## src/rtl/cic_pkg.sv

```systemverilog
// Shared helpers for the CIC interpolator and decimator.
package cic_pkg;

    // Phase counter width for a rate-change factor (RATE >= 2).
    function automatic int unsigned cic_cnt_width(input int unsigned rate);
        return $clog2(rate);
    endfunction

    // Register width bound INPUT_WIDTH + SECTIONS*ceil(log2(RATE)).
    // This bound comes from the decimator's growth. The interpolator's last
    // integrator grows only by R^(N-1), so it can run narrower.
    function automatic int unsigned cic_min_acc_width(input int unsigned sections,
                                                      input int unsigned rate,
                                                      input int unsigned input_width);
        return input_width + sections * $clog2(rate);
    endfunction

endpackage

```

## src/rtl/cic_integrator_stage.sv

```systemverilog
// One CIC integrator: a modulo-2^AccWidth accumulator advanced on each enable.
module cic_integrator_stage #(
    parameter int unsigned AccWidth = 38
) (
    input  logic                clk_i,
    input  logic                rst_i,
    input  logic                en_i,
    input  logic [AccWidth-1:0] in_i,
    output logic [AccWidth-1:0] acc_o
);

    logic [AccWidth-1:0] acc_q, acc_d;

    // Next accumulator value; wrap-around is intentional and cancelled by the combs.
    always_comb begin
        acc_d = acc_q;
        if (en_i) begin
            acc_d = acc_q + in_i;
        end
    end

    // Accumulator register with synchronous reset.
    always_ff @(posedge clk_i) begin
        if (rst_i) begin
            acc_q <= '0;
        end else begin
            acc_q <= acc_d;
        end
    end

    assign acc_o = acc_q;

endmodule

```

## src/rtl/cic_up.sv

```systemverilog
// CIC interpolator: low-rate combs, zero-stuffing, high-rate integrators.
module cic_up
    import cic_pkg::*;
#(
    parameter int unsigned SECTIONS     = 3,
    parameter int unsigned RATE         = 400,
    parameter int unsigned INPUT_WIDTH  = 12,
    parameter int unsigned OUTPUT_WIDTH = 12,
    parameter int unsigned ACC_WIDTH    = 38,
    parameter int unsigned OUT_SHIFT    = 18
) (
    input  logic                           clk,
    input  logic                           reset,
    input  logic                           clk_enable,
    input  logic signed [INPUT_WIDTH-1:0]  filter_in,
    output logic                           in_strobe,
    output logic signed [OUTPUT_WIDTH-1:0] filter_out,
    output logic                           ce_out
);

    localparam int unsigned CntWidth = cic_cnt_width(RATE);
    localparam logic [CntWidth-1:0] CntMax = CntWidth'(RATE - 1);
    localparam logic [CntWidth-1:0] CntOne = CntWidth'(1);

    logic [CntWidth-1:0]  cur_count_q, cur_count_d;
    logic [ACC_WIDTH-1:0] comb_d_q [SECTIONS];
    logic [ACC_WIDTH-1:0] comb_tap [SECTIONS];
    logic [ACC_WIDTH-1:0] comb_res;
    logic [ACC_WIDTH-1:0] comb_out_q;
    logic [ACC_WIDTH-1:0] integ [SECTIONS+1];
    logic signed [OUTPUT_WIDTH-1:0] filter_out_q;
    logic ce_out_q;
    logic unused_integ_bits;

    // Phase counter: advances once per high-rate enable, wraps at RATE-1.
    always_comb begin
        cur_count_d = cur_count_q;
        if (clk_enable) begin
            cur_count_d = (cur_count_q == CntMax) ? '0 : cur_count_q + CntOne;
        end
    end

    assign in_strobe = clk_enable && (cur_count_q == '0);

    // Comb chain: tap[k] is the input to comb k+1; each stage subtracts its delayed input.
    always_comb begin
        logic [ACC_WIDTH-1:0] acc;
        acc = {{(ACC_WIDTH-INPUT_WIDTH){filter_in[INPUT_WIDTH-1]}}, filter_in};
        for (int k = 0; k < SECTIONS; k++) begin
            comb_tap[k] = acc;
            acc = acc - comb_d_q[k];
        end
        comb_res = acc;
    end

    // State advances: phase counter on enable, comb delays and comb output on in_strobe.
    always_ff @(posedge clk) begin
        if (reset) begin
            cur_count_q <= '0;
            comb_out_q  <= '0;
            for (int k = 0; k < SECTIONS; k++) begin
                comb_d_q[k] <= '0;
            end
        end else begin
            cur_count_q <= cur_count_d;
            if (in_strobe) begin
                comb_out_q <= comb_res;
                for (int k = 0; k < SECTIONS; k++) begin
                    comb_d_q[k] <= comb_tap[k];
                end
            end
        end
    end

    // Zero-stuffing: the comb result enters the integrators once per low-rate period.
    assign integ[0] = (cur_count_q == CntOne) ? comb_out_q : '0;

    for (genvar k = 1; k <= SECTIONS; k++) begin : g_integ
        cic_integrator_stage #(
            .AccWidth (ACC_WIDTH)
        ) u_stage (
            .clk_i (clk),
            .rst_i (reset),
            .en_i  (clk_enable),
            .in_i  (integ[k-1]),
            .acc_o (integ[k])
        );
    end

    // Output register: truncating bit-slice of the last integrator; ce_out follows the enable.
    always_ff @(posedge clk) begin
        if (reset) begin
            filter_out_q <= '0;
            ce_out_q     <= 1'b0;
        end else begin
            ce_out_q <= clk_enable;
            if (clk_enable) begin
                filter_out_q <= integ[SECTIONS][OUT_SHIFT +: OUTPUT_WIDTH];
            end
        end
    end

    assign filter_out = filter_out_q;
    assign ce_out     = ce_out_q;

    // Bits above and below the output window are dropped by design.
    assign unused_integ_bits = ^integ[SECTIONS];

endmodule
```

## config.mk

```make
export PLATFORM = sky130hd
export DESIGN_NAME = cic_up
export DESIGN_NICKNAME = d
export VERILOG_FILES = /design/src/rtl/cic_pkg.sv /design/src/rtl/cic_integrator_stage.sv /design/src/rtl/cic_up.sv
export SDC_FILE = /design/constraint.sdc
export NUM_CORES = 1
export LEC_CHECK = 0
export BUFFER_PORTS_ARGS = -buffer_cell sky130_fd_sc_hd__buf_2
export CORE_AREA = 2 2 217 219
export CTS_CLUSTER_SIZE = 14
export DETAILED_ROUTE_END_ITERATION = 8
export DIE_AREA = 0 0 219 221
export MAX_ROUTING_LAYER = met4
export SETUP_SLACK_MARGIN = 0.5
export SLEW_MARGIN = 20
export SYNTH_ARGS = -nofsm -noshare
export SYNTH_HDL_FRONTEND = slang
export SYNTH_SLANG_ARGS = --single-unit
```

## constraint.sdc

```tcl
create_clock -name clk -period 15.9 [get_ports clk]
set_clock_uncertainty 0.05 [all_clocks]
set_input_delay 0.795 -clock clk [delete_from_list [all_inputs] [get_ports clk]]
set_output_delay 0.795 -clock clk [all_outputs]
set_load 0.1 [all_outputs]
```

==> results.cfg, run 1 <==
[run_status]
run_status = finished clean

[critical_path]
setup.worst_path.start = filter_in[0]
critical_path.top_delay_family = compound AO/OA/AOI/OAI gates
timing.critical_path.required_ns = 16.26
critical_path_peak_fanout = 10
critPathSlowestCell = fa_1
critPathLaunchType = input pin
critical_path.n_buffers_inverters = 3
max_stage_delay_ns = 0.52
timing.critical_path.to_type = flip-flop
timing.critical_path.arrival_ns = 7.95
timing_worst_setup_path_type = input pin to flip-flop
crit-reg2reg-launch = comb_d_q[0][0]$_SDFFCE_PN0P_
reg_to_reg_slack_setup_ns = 8.31
library_cell_appearing_most_often_on_the_critical_path = o21ai_0

[pwr]
peakVddDrop_v = 0.0001012
sequentialPowerShare_pct = 28.5
power.static_leakage_nw = 7.986
clockPowerShare_pct = 25.4
design_power_total_mw = 2.352
comb_power_share_pct = 46.1
power.density_mw_per_mm2 = 134.4
total_switching_power_mw = 0.8847
switching_share_pct = 37.62
cellInternalPower_mw = 1.467

[synthesis]
netlist_area_mm2 = 0.01588
syn_area_per_cell_um2 = 8.434
netlist_instances = 1883
synth_top_flop_cell = dfxtp_1
yosysWarnings = 0
synth-seq-cells = 214
synth-async-reset-ratio_pct = 0
postSynthNetCount = 2067
synth_edf_count = 72
yosys.cell_types.count = 72
share_of_synthesized_area_occupied_by_flip_flops_and_latches_pct = 31.51

[routing]
routed_wl_mm = 33.97
avgViaCountPerCell = 5.060
drcViolationCount = 0
antenna_violating_nets_post_route = 0
drtPass1Iterations = 6
first_iter_violations = 623
routed_wire_length_per_instance_um = 13.51
vias = 12720

[sta]
fmax_mhz = 131.7
timing.setup.tns_ns = 0
fin_crit_ns = 7.590
layout_worst_path_cycle_share_pct = 47.74
grt_setup_unrepaired = no
final_max_slew_viol_count = 0
setup_violations = 0
slew_headroom_pct = 38.25
worstMarginPinSlew_ns = 0.9147
hold_viol_final = 0

[grt]
overflow = 0
grt_pass1_vias = 12530
groute.usage.overall_pct = 14.60
grt_max_degree = 73
grt_pass1_wl_mm = 58.54
grt_antenna_before_repair = 0

[clocking]
postCtsResizedCells = 0
number_of_cts_inserted_buffers = 27
clock_tree.htree_level_count = 1
clock_sink_count = 214
postCtsHoldBufs = 0
cts_tree = yes
postCtsSetupRepairBufs = 0
cts.clk_slew.worst_paths_ns = 0.06
clk_root_buffer_cell = clkbuf_16
clock_tree.buffer_depth = 3
clk-insertion-delay-late_ns = 0.56

[placement]
port_buffers = 28
detailed_place_hpwl_mm = 24.88
gpl.final_weighted_congestion = 0.8799

[floorplan]
die-height_um = 221
top_level_ports = 29
starting_density_of_the_core_pct = 34.48
core_area_mm2 = 0.04606
dieArea_mm2 = 0.04840
fp-row-count = 79
fp.dieW_um = 219

[cells_and_area]
syn_to_final_growth_pct = 10.16
final-seq-area_mm2 = 0.005005
drive_above_1_share_pct = 5.926
layout.cells.most_common = nor2_1
insertedDiodeCount = 0
top_library_cells_by_usage_in_the_layout_fill_and_taps_aside = nor2_1 (193), ha_1 (160), a21oi_1 (153)
finish.net_count = 2075
multi_input_area_mm2 = 0.01016
number_of_filler_cells_placed_in_the_layout = 4738

[worst_hold_path]
hold_path_class = flip-flop to flip-flop
hold_path.startpoint = comb_out_q[14]$_SDFFE_PP0P_

[flow_run]
max_cap_violations = 0
==> cell type report <==
cell class,instances,share of cell area [%]
multi-input cells,1478,58.05
flip-flops and latches,214,28.61
well taps,607,4.341
clock buffers,32,4.198
inverters,132,2.832
repair buffers,38,1.259
clock inverters,13,0.7081
==> synth_stat cells, drive strengths merged, types with 9 or more instances <==
library cell	count	area (µm²)
edfxtp	72	2162
nor3	41	205.2
fa	9	180.2
clkbuf	51	191.4
ha	160	2002
xor2	46	402.9
o41ai	10	102.6
nand2b	19	118.9
a21o	76	570.6
a21boi	10	75.07
a31oi	13	81.33
mux2i	60	600.6
o22ai	9	56.30
xnor2	75	656.9
o21ai	93	465.5
dfxtp	142	2843
nor2	194	728.2
o21bai	21	157.7
o31ai	9	67.56
o21a	21	157.7
and2	46	287.8
nand4	15	93.84
a21oi	154	774.5
nand3	34	170.2
nor2b	19	118.9
and3	57	356.6
nand2	147	551.8
inv	131	491.7
or3	15	93.84
a211oi	19	152.6
==> path summary, 6_finish.rpt <==
check | end | depth (start not counted)
max | comb_out_q[29]$_SDFFE_PP0P_ | 35
min | comb_out_q[14]$_SDFFE_PP0P_ | 2
max reg2reg | comb_out_q[29]$_SDFFE_PP0P_ | 33
min reg2reg | comb_out_q[14]$_SDFFE_PP0P_ | 2
==> kinds of logic (layout without fill, tap and decap cells) <==
family | count (synthesis) | after routing | share of synthesized area (%)
multiplexers | 62 | 62 | 3.923
AO/OA/AOI/OAI | 500 | 500 | 20.56
buffers and inverters | 191 | 215 | 4.562
XOR/XNOR | 121 | 121 | 6.673
flip-flops | 214 | 214 | 31.51
adder cells (fa/ha/maj) | 169 | 169 | 13.74
AND/OR/NAND/NOR | 626 | 626 | 19.03
==> registers in the layout, summed over array words and instances, names as in the netlist <==
signal and count:
comb_out_q 30, comb_d_q 72, cur_count_q 9, g_integ.u_stage.acc_o 90, ce_out 1, filter_out 12
==> routing by layer <==
layer	GRT usage, %	share of wire, %	routed length, µm
met3	1.966	3.0	1020
met4	4.207	2.7	909
met5	-	0	0
met2	24.79	46	15750
met1	18.01	48	16290
==> power by group through the flow <==
stage	logic, mW	clock network, mW	registers, mW
6_report	1.08	0.598	0.669
3_3_place_gp	1.06	0	0.679
3_5_place_dp	1.08	0	0.682
5_1_grt	1.23	0.641	0.678
4_1_cts	1.08	0.617	0.670
2_1_floorplan	0.888	0	0.675
==> worst reg2reg max path: cells and delay by family, from the launching register on <==
family | cells | cell delay, ns
and+or+nand+nor | 5 | 1.07
adders and majority gates | 5 | 1.87
DFF | 1 | 0.36
AOI/OAI and AO/OA | 20 | 3.79
xor gates and xnor gates | 2 | 0.26
buffers and inverters | 1 | 0.05
==> metrics by stage <==
stage	setup slack [ns]	std cells	instance area [µm²]	hold WS (ns)	util, %
finish	8.310	2514	17490	0.3938	37.98
global route	7.510	2514	17490	0.4149	37.98
CTS	8.299	2514	17490	0.3974	37.98
detailed placement	7.797	2469	16640	0.3909	36.12
global placement	7.897	2469	16630	0.3831	36.11
floorplan	8.711	1883	15880	0.3668	-
No activity file was read; power rests on OpenSTA's default activity.
==> run 2: changes to the inputs <==
Clock period 15.9 ns to 7.8 ns, I/O delays scaled along.
==> run 2 against run 1 <==
Against the previous run:
- global-route usage about the same
- clock power up 99%
- hold slack worse by 0.27 ns
- register-to-register slack worse by 7.3 ns
- combinational power up 110%
- flip-flop and latch count unchanged
- critical path depth down 2
- critical endpoint unchanged
==> results.cfg, run 2 (synthesized netlist as in run 1, its figures left out) <==
[run_status]
run_status = finished clean

[sta]
layout_worst_path_cycle_share_pct = 86.68
slew_headroom_pct = 28.97
grt_setup_unrepaired = no
fmax_mhz = 147.9
worstMarginPinSlew_ns = 1.052
timing.setup.tns_ns = 0
fin_crit_ns = 6.761
final_max_slew_viol_count = 0
hold_viol_final = 0
setup_violations = 0

[placement]
port_buffers = 28
detailed_place_hpwl_mm = 25.23
gpl.final_weighted_congestion = 0.8749

[floorplan]
fp.dieW_um = 219
core_area_mm2 = 0.04606
die-height_um = 221
dieArea_mm2 = 0.04840
fp-row-count = 79
top_level_ports = 29
starting_density_of_the_core_pct = 34.48

[cells_and_area]
insertedDiodeCount = 0
top_library_cells_by_usage_in_the_layout_fill_and_taps_aside = nor2_1 (193), ha_1 (159), a21oi_1 (150)
syn_to_final_growth_pct = 11.05
final-seq-area_mm2 = 0.005005
layout.cells.most_common = nor2_1
drive_above_1_share_pct = 7.247
final_util_pct = 38.29
finish.net_count = 2084
number_of_flip_flops_in_the_largest_register = 90
number_of_filler_cells_placed_in_the_layout = 4676
multi_input_area_mm2 = 0.01024

[pwr]
total_switching_power_mw = 1.830
peakVddDrop_v = 0.0001720
switching_share_pct = 37.89
power.static_leakage_nw = 8.047
power.density_mw_per_mm2 = 273.8
sequentialPowerShare_pct = 28.2
comb_power_share_pct = 47.2
cellInternalPower_mw = 2.999
clockPowerShare_pct = 24.6

[clocking]
cts_tree = yes
clk-insertion-delay-late_ns = 0.54
cts.clk_slew.worst_paths_ns = 0.06
clock_sink_count = 214
clock_tree.htree_level_count = 1
clk_root_buffer_cell = clkbuf_16
postCtsHoldBufs = 0
number_of_cts_inserted_buffers = 26
clock_tree.buffer_depth = 3

[routing]
drcViolationCount = 0
routed_wire_length_per_instance_um = 13.64
first_iter_violations = 649
vias = 12840
antenna_violating_nets_post_route = 0
routed_wl_mm = 34.43
avgViaCountPerCell = 5.083
drtPass1Iterations = 5

[critical_path]
max_stage_delay_ns = 0.52
timing.critical_path.arrival_ns = 7.11
timing.critical_path.required_ns = 8.15
critPathLaunchType = flip-flop
timing.critical_path.to_type = flip-flop
cells_on_worst_reg2reg_path = 33
timing_worst_setup_path_type = flip-flop to flip-flop
critPathSlowestCell = fa_1
library_cell_appearing_most_often_on_the_critical_path = o21ai_0
critical_path_peak_fanout = 5

[worst_hold_path]
min_path_cells = 3
hold_path_class = input pin to flip-flop

[grt]
overflow = 0
grt_antenna_before_repair = 0
grt_max_degree = 73
grt_pass1_vias = 12550
groute.usage.overall_pct = 14.58
grt_pass1_wl_mm = 58.51

[flow_run]
max_cap_violations = 0
## run 2: path summary, 6_finish.rpt
check,start,to,slack (ns)
setup reg to reg,comb_d_q[0][0]$_SDFFCE_PN0P_,comb_out_q[29]$_SDFFE_PP0P_,1.04
setup / recovery,comb_d_q[0][0]$_SDFFCE_PN0P_,comb_out_q[29]$_SDFFE_PP0P_,1.04
hold reg to reg,comb_out_q[14]$_SDFFE_PP0P_,comb_out_q[14]$_SDFFE_PP0P_,0.39
hold / removal,filter_in[0],comb_d_q[0][0]$_SDFFCE_PN0P_,0.12
## run 2: worst max-delay path: cells and delay by family (launching register included)
kind,cells,cell delay (ns)
flops,1,0.36
compound gates,19,2.88
buf+inv,1,0.05
xor+xnor,2,0.24
simple gates,6,1.17
fa+ha+maj,5,1.86
## run 2: metal layers
metal	up-vias	part of all wire (%)	GRT usage, %	wire length [µm]
li1	6787	-	-	-
met1	5822	48	17.91	16560
met2	159	46	24.66	15820
met3	67	3.0	2.062	1018
met4	0	3.0	4.425	1034
met5	-	0	-	0
## run 2: area by class of cell
class,count,share of cell area (%)
Clock inverter,10,0.2980
Sequential cell,214,28.38
Inverter,132,2.810
Clock buffer,36,4.491
Timing Repair Buffer,48,1.674
Tap cell,607,4.306
Multi-Input combinational cell,1478,58.04
## run 2: repair_timing
| action | 4_1_cts | 5_1_grt |
|---|---|---|
| pin swaps | 0 | 15 |
| gates resized for setup | 4 | 26 |
| setup buffers | 0 | 8 |
| setup endpoints to repair | 2 | 10 |
## run 2: power groups by stage
stage          logic, mW  clock network, mW  registers [mW]
4_1_cts             2.22               1.23            1.37
3_3_place_gp        2.16                  0            1.38
3_5_place_dp        2.21                  0            1.39
6_report            2.28               1.19            1.36
2_1_floorplan       1.81                  0            1.38
5_1_grt             2.58               1.27            1.38
## run 2: metrics by stage
step | power [mW] | instance area [µm²] | cells | worst slack, ns | hold slack (ns)
3_3_place_gp | 3.547 | 16650 | 2471 | 0.3908 | 0.3826
4_1_cts | 4.818 | 17500 | 2517 | 0.5151 | 0.09168
5_1_grt | 5.234 | 17640 | 2525 | 0.4490 | 0.1094
2_1_floorplan | 3.186 | 15880 | 1883 | 1.016 | 0.3668
6_report | 4.829 | 17640 | 2525 | 1.039 | 0.1220
3_5_place_dp | 3.598 | 16650 | 2471 | 0.1792 | 0.3904
==> run 3: changes to the inputs <==
Settings changed: CORE_AREA 2 2 217 219 to 2 2 173 175, DIE_AREA 0 0 219 221 to 0 0 175 177, PLACE_DENSITY set to 0.71.
==> run 3 against run 2 <==
Against the previous run:
- largest power group unchanged
- core utilization up 21 points
- clock power about the same
- hold slack better by 0.020 ns
- sequential power about the same
==> results.cfg, run 3 (synthesized netlist as in run 1, its figures left out) <==
[run_status]
run_status = finished clean

[routing]
routed_wire_length_per_instance_um = 14.47
avgViaCountPerCell = 5.628
antenna_violating_nets_post_route = 0
drcViolationCount = 0
routed_wl_mm = 33.35
vias = 12970
drtPass1Iterations = 5
first_iter_violations = 681

[critical_path]
timing_worst_setup_path_type = flip-flop to flip-flop
cells_on_worst_reg2reg_path = 33
critPathSlowestCell = fa_1
crit-reg2reg-launch = comb_d_q[0][1]$_SDFFCE_PN0P_
timing.critical_path.to_type = flip-flop
worst_reg2reg_endpoint = comb_out_q[29]$_SDFFE_PP0P_
reg_to_reg_slack_setup_ns = 0.96
timing.critical_path.required_ns = 8.13
timing.critical_path.arrival_ns = 7.17
critPathLaunchType = flip-flop
max_stage_delay_ns = 0.45
critical_path_peak_fanout = 4

[cells_and_area]
number_of_filler_cells_placed_in_the_layout = 2630
drive_above_1_share_pct = 6.475
finish.net_count = 2080
syn_to_final_growth_pct = 8.965
final_util_pct = 59.18
layout.cells.most_common = nor2_1
insertedDiodeCount = 0
top_library_cells_by_usage_in_the_layout_fill_and_taps_aside = nor2_1 (193), ha_1 (160), a21oi_1 (151)
number_of_flip_flops_in_the_largest_register = 90
design_area_mm2 = 0.01731

[grt]
groute.usage.overall_pct = 22.24
grt_max_degree = 73
grt_pass1_vias = 12530
grt_antenna_before_repair = 1
overflow = 0
grt_pass1_wl_mm = 56.95

[clocking]
clk_root_buffer_cell = clkbuf_16
postCtsHoldBufs = 0
cts_tree = yes
clk-insertion-delay-late_ns = 0.53
number_of_cts_inserted_buffers = 26
clock_tree.htree_level_count = 1
clock_sink_count = 214
cts.clk_slew.worst_paths_ns = 0.06
clock_tree.buffer_depth = 3

[placement]
placedInstanceArea_mm2 = 0.01636
gpl.final_weighted_congestion = 0.8926
port_buffers = 28
detailed_place_hpwl_mm = 24.01

[sta]
setup_violations = 0
final_max_slew_viol_count = 0
grt_setup_unrepaired = no
fmax_mhz = 146.3
timing.setup.tns_ns = 0
layout_worst_path_cycle_share_pct = 87.66
worstMarginPinSlew_ns = 0.9752
slew_headroom_pct = 33.31
hold_viol_final = 0
fin_crit_ns = 6.837

[pwr]
power.static_leakage_nw = 8.006
power.density_mw_per_mm2 = 278.9
peakVddDrop_v = 0.0002274

[flow_run]
max_cap_violations = 0

[worst_hold_path]
min_path_cells = 2
hold_path.startpoint = filter_in[2]
hold_path_class = input pin to flip-flop
timing.hold.worst_endpoint = comb_d_q[0][2]$_SDFFCE_PN0P_

[floorplan]
fp.dieW_um = 175
die-height_um = 177
top_level_ports = 29
fp-row-count = 63
core_area_mm2 = 0.02924
starting_density_of_the_core_pct = 54.31
dieArea_mm2 = 0.03098
run 3: worst max path at each step:
stage	cells past startpoint	endpoint	start	slack, ns
2_1_floorplan	34	comb_out_q[29]$_SDFFE_PP0P_	filter_in[0]	1.02
3_3_place_gp	35	comb_out_q[29]$_SDFFE_PP0P_	filter_in[0]	0.47
3_5_place_dp	35	comb_out_q[29]$_SDFFE_PP0P_	filter_in[0]	0.24
4_1_cts	33	comb_out_q[29]$_SDFFE_PP0P_	comb_d_q[0][1]$_SDFFCE_PN0P_	0.55
5_1_grt	33	comb_out_q[29]$_SDFFE_PP0P_	comb_d_q[0][0]$_SDFFCE_PN0P_	0.45
6_report	33	comb_out_q[29]$_SDFFE_PP0P_	comb_d_q[0][1]$_SDFFCE_PN0P_	0.96
run 3: report_power, final:
group | switching, mW | internal (mW) | leakage (nW) | total [mW]
clock | 0.469 | 0.729 | 0.410 | 1.20
sequential | 0.0608 | 1.30 | 1.93 | 1.36
combinational | 1.28 | 0.983 | 5.67 | 2.26
total | 1.81 | 3.02 | 8.01 | 4.83
run 3: metal layers:
| metal | share of wire [%] | up-vias | wire [µm] | GRT usage (%) |
|---|---|---|---|---|
| li1 | - | 6782 | - | - |
| met4 | 2.5 | 0 | 847 | 5.521 |
| met2 | 48 | 192 | 15880 | 39.51 |
| met5 | 0 | - | 0 | - |
| met3 | 3.2 | 60 | 1078 | 2.749 |
| met1 | 47 | 5939 | 15540 | 26.84 |
run 3: layout make-up:
type	count	area [µm²]	area share (%)
well taps	390	488.0	2.820
multi-input cells	1478	10210	58.99
clock inverters	13	141.4	0.8170
flip-flops and latches	214	5005	28.92
inverters	132	495.5	2.863
repair buffers	44	265.3	1.533
clock buffers	34	701.9	4.056
run 3: critical path, delay by kind of cell (launching register included):
| kind | cells | cell delay, ns |
|---|---|---|
| compound gates | 18 | 3.06 |
| xor+xnor | 2 | 0.23 |
| fa+ha+maj | 4 | 1.26 |
| buf+inv | 2 | 0.14 |
| flops | 1 | 0.42 |
| simple gates | 7 | 1.51 |
run 3: stage by stage:
step           hold slack (ns)  power [mW]  setup WS (ns)  cells
6_report                0.1422       4.826         0.9628   2305
5_1_grt                 0.1307       5.209         0.4476   2305
4_1_cts                 0.1178       4.818         0.5545   2299
3_5_place_dp            0.3904       3.581         0.2418   2252
3_3_place_gp            0.3803       3.523         0.4731   2252
2_1_floorplan           0.3668       3.186          1.016   1883
run 3: timing repair:
item,CTS,global route
setup buffers,0,6
gates resized for setup,4,21
pin swaps,0,11
setup endpoints to repair,2,10
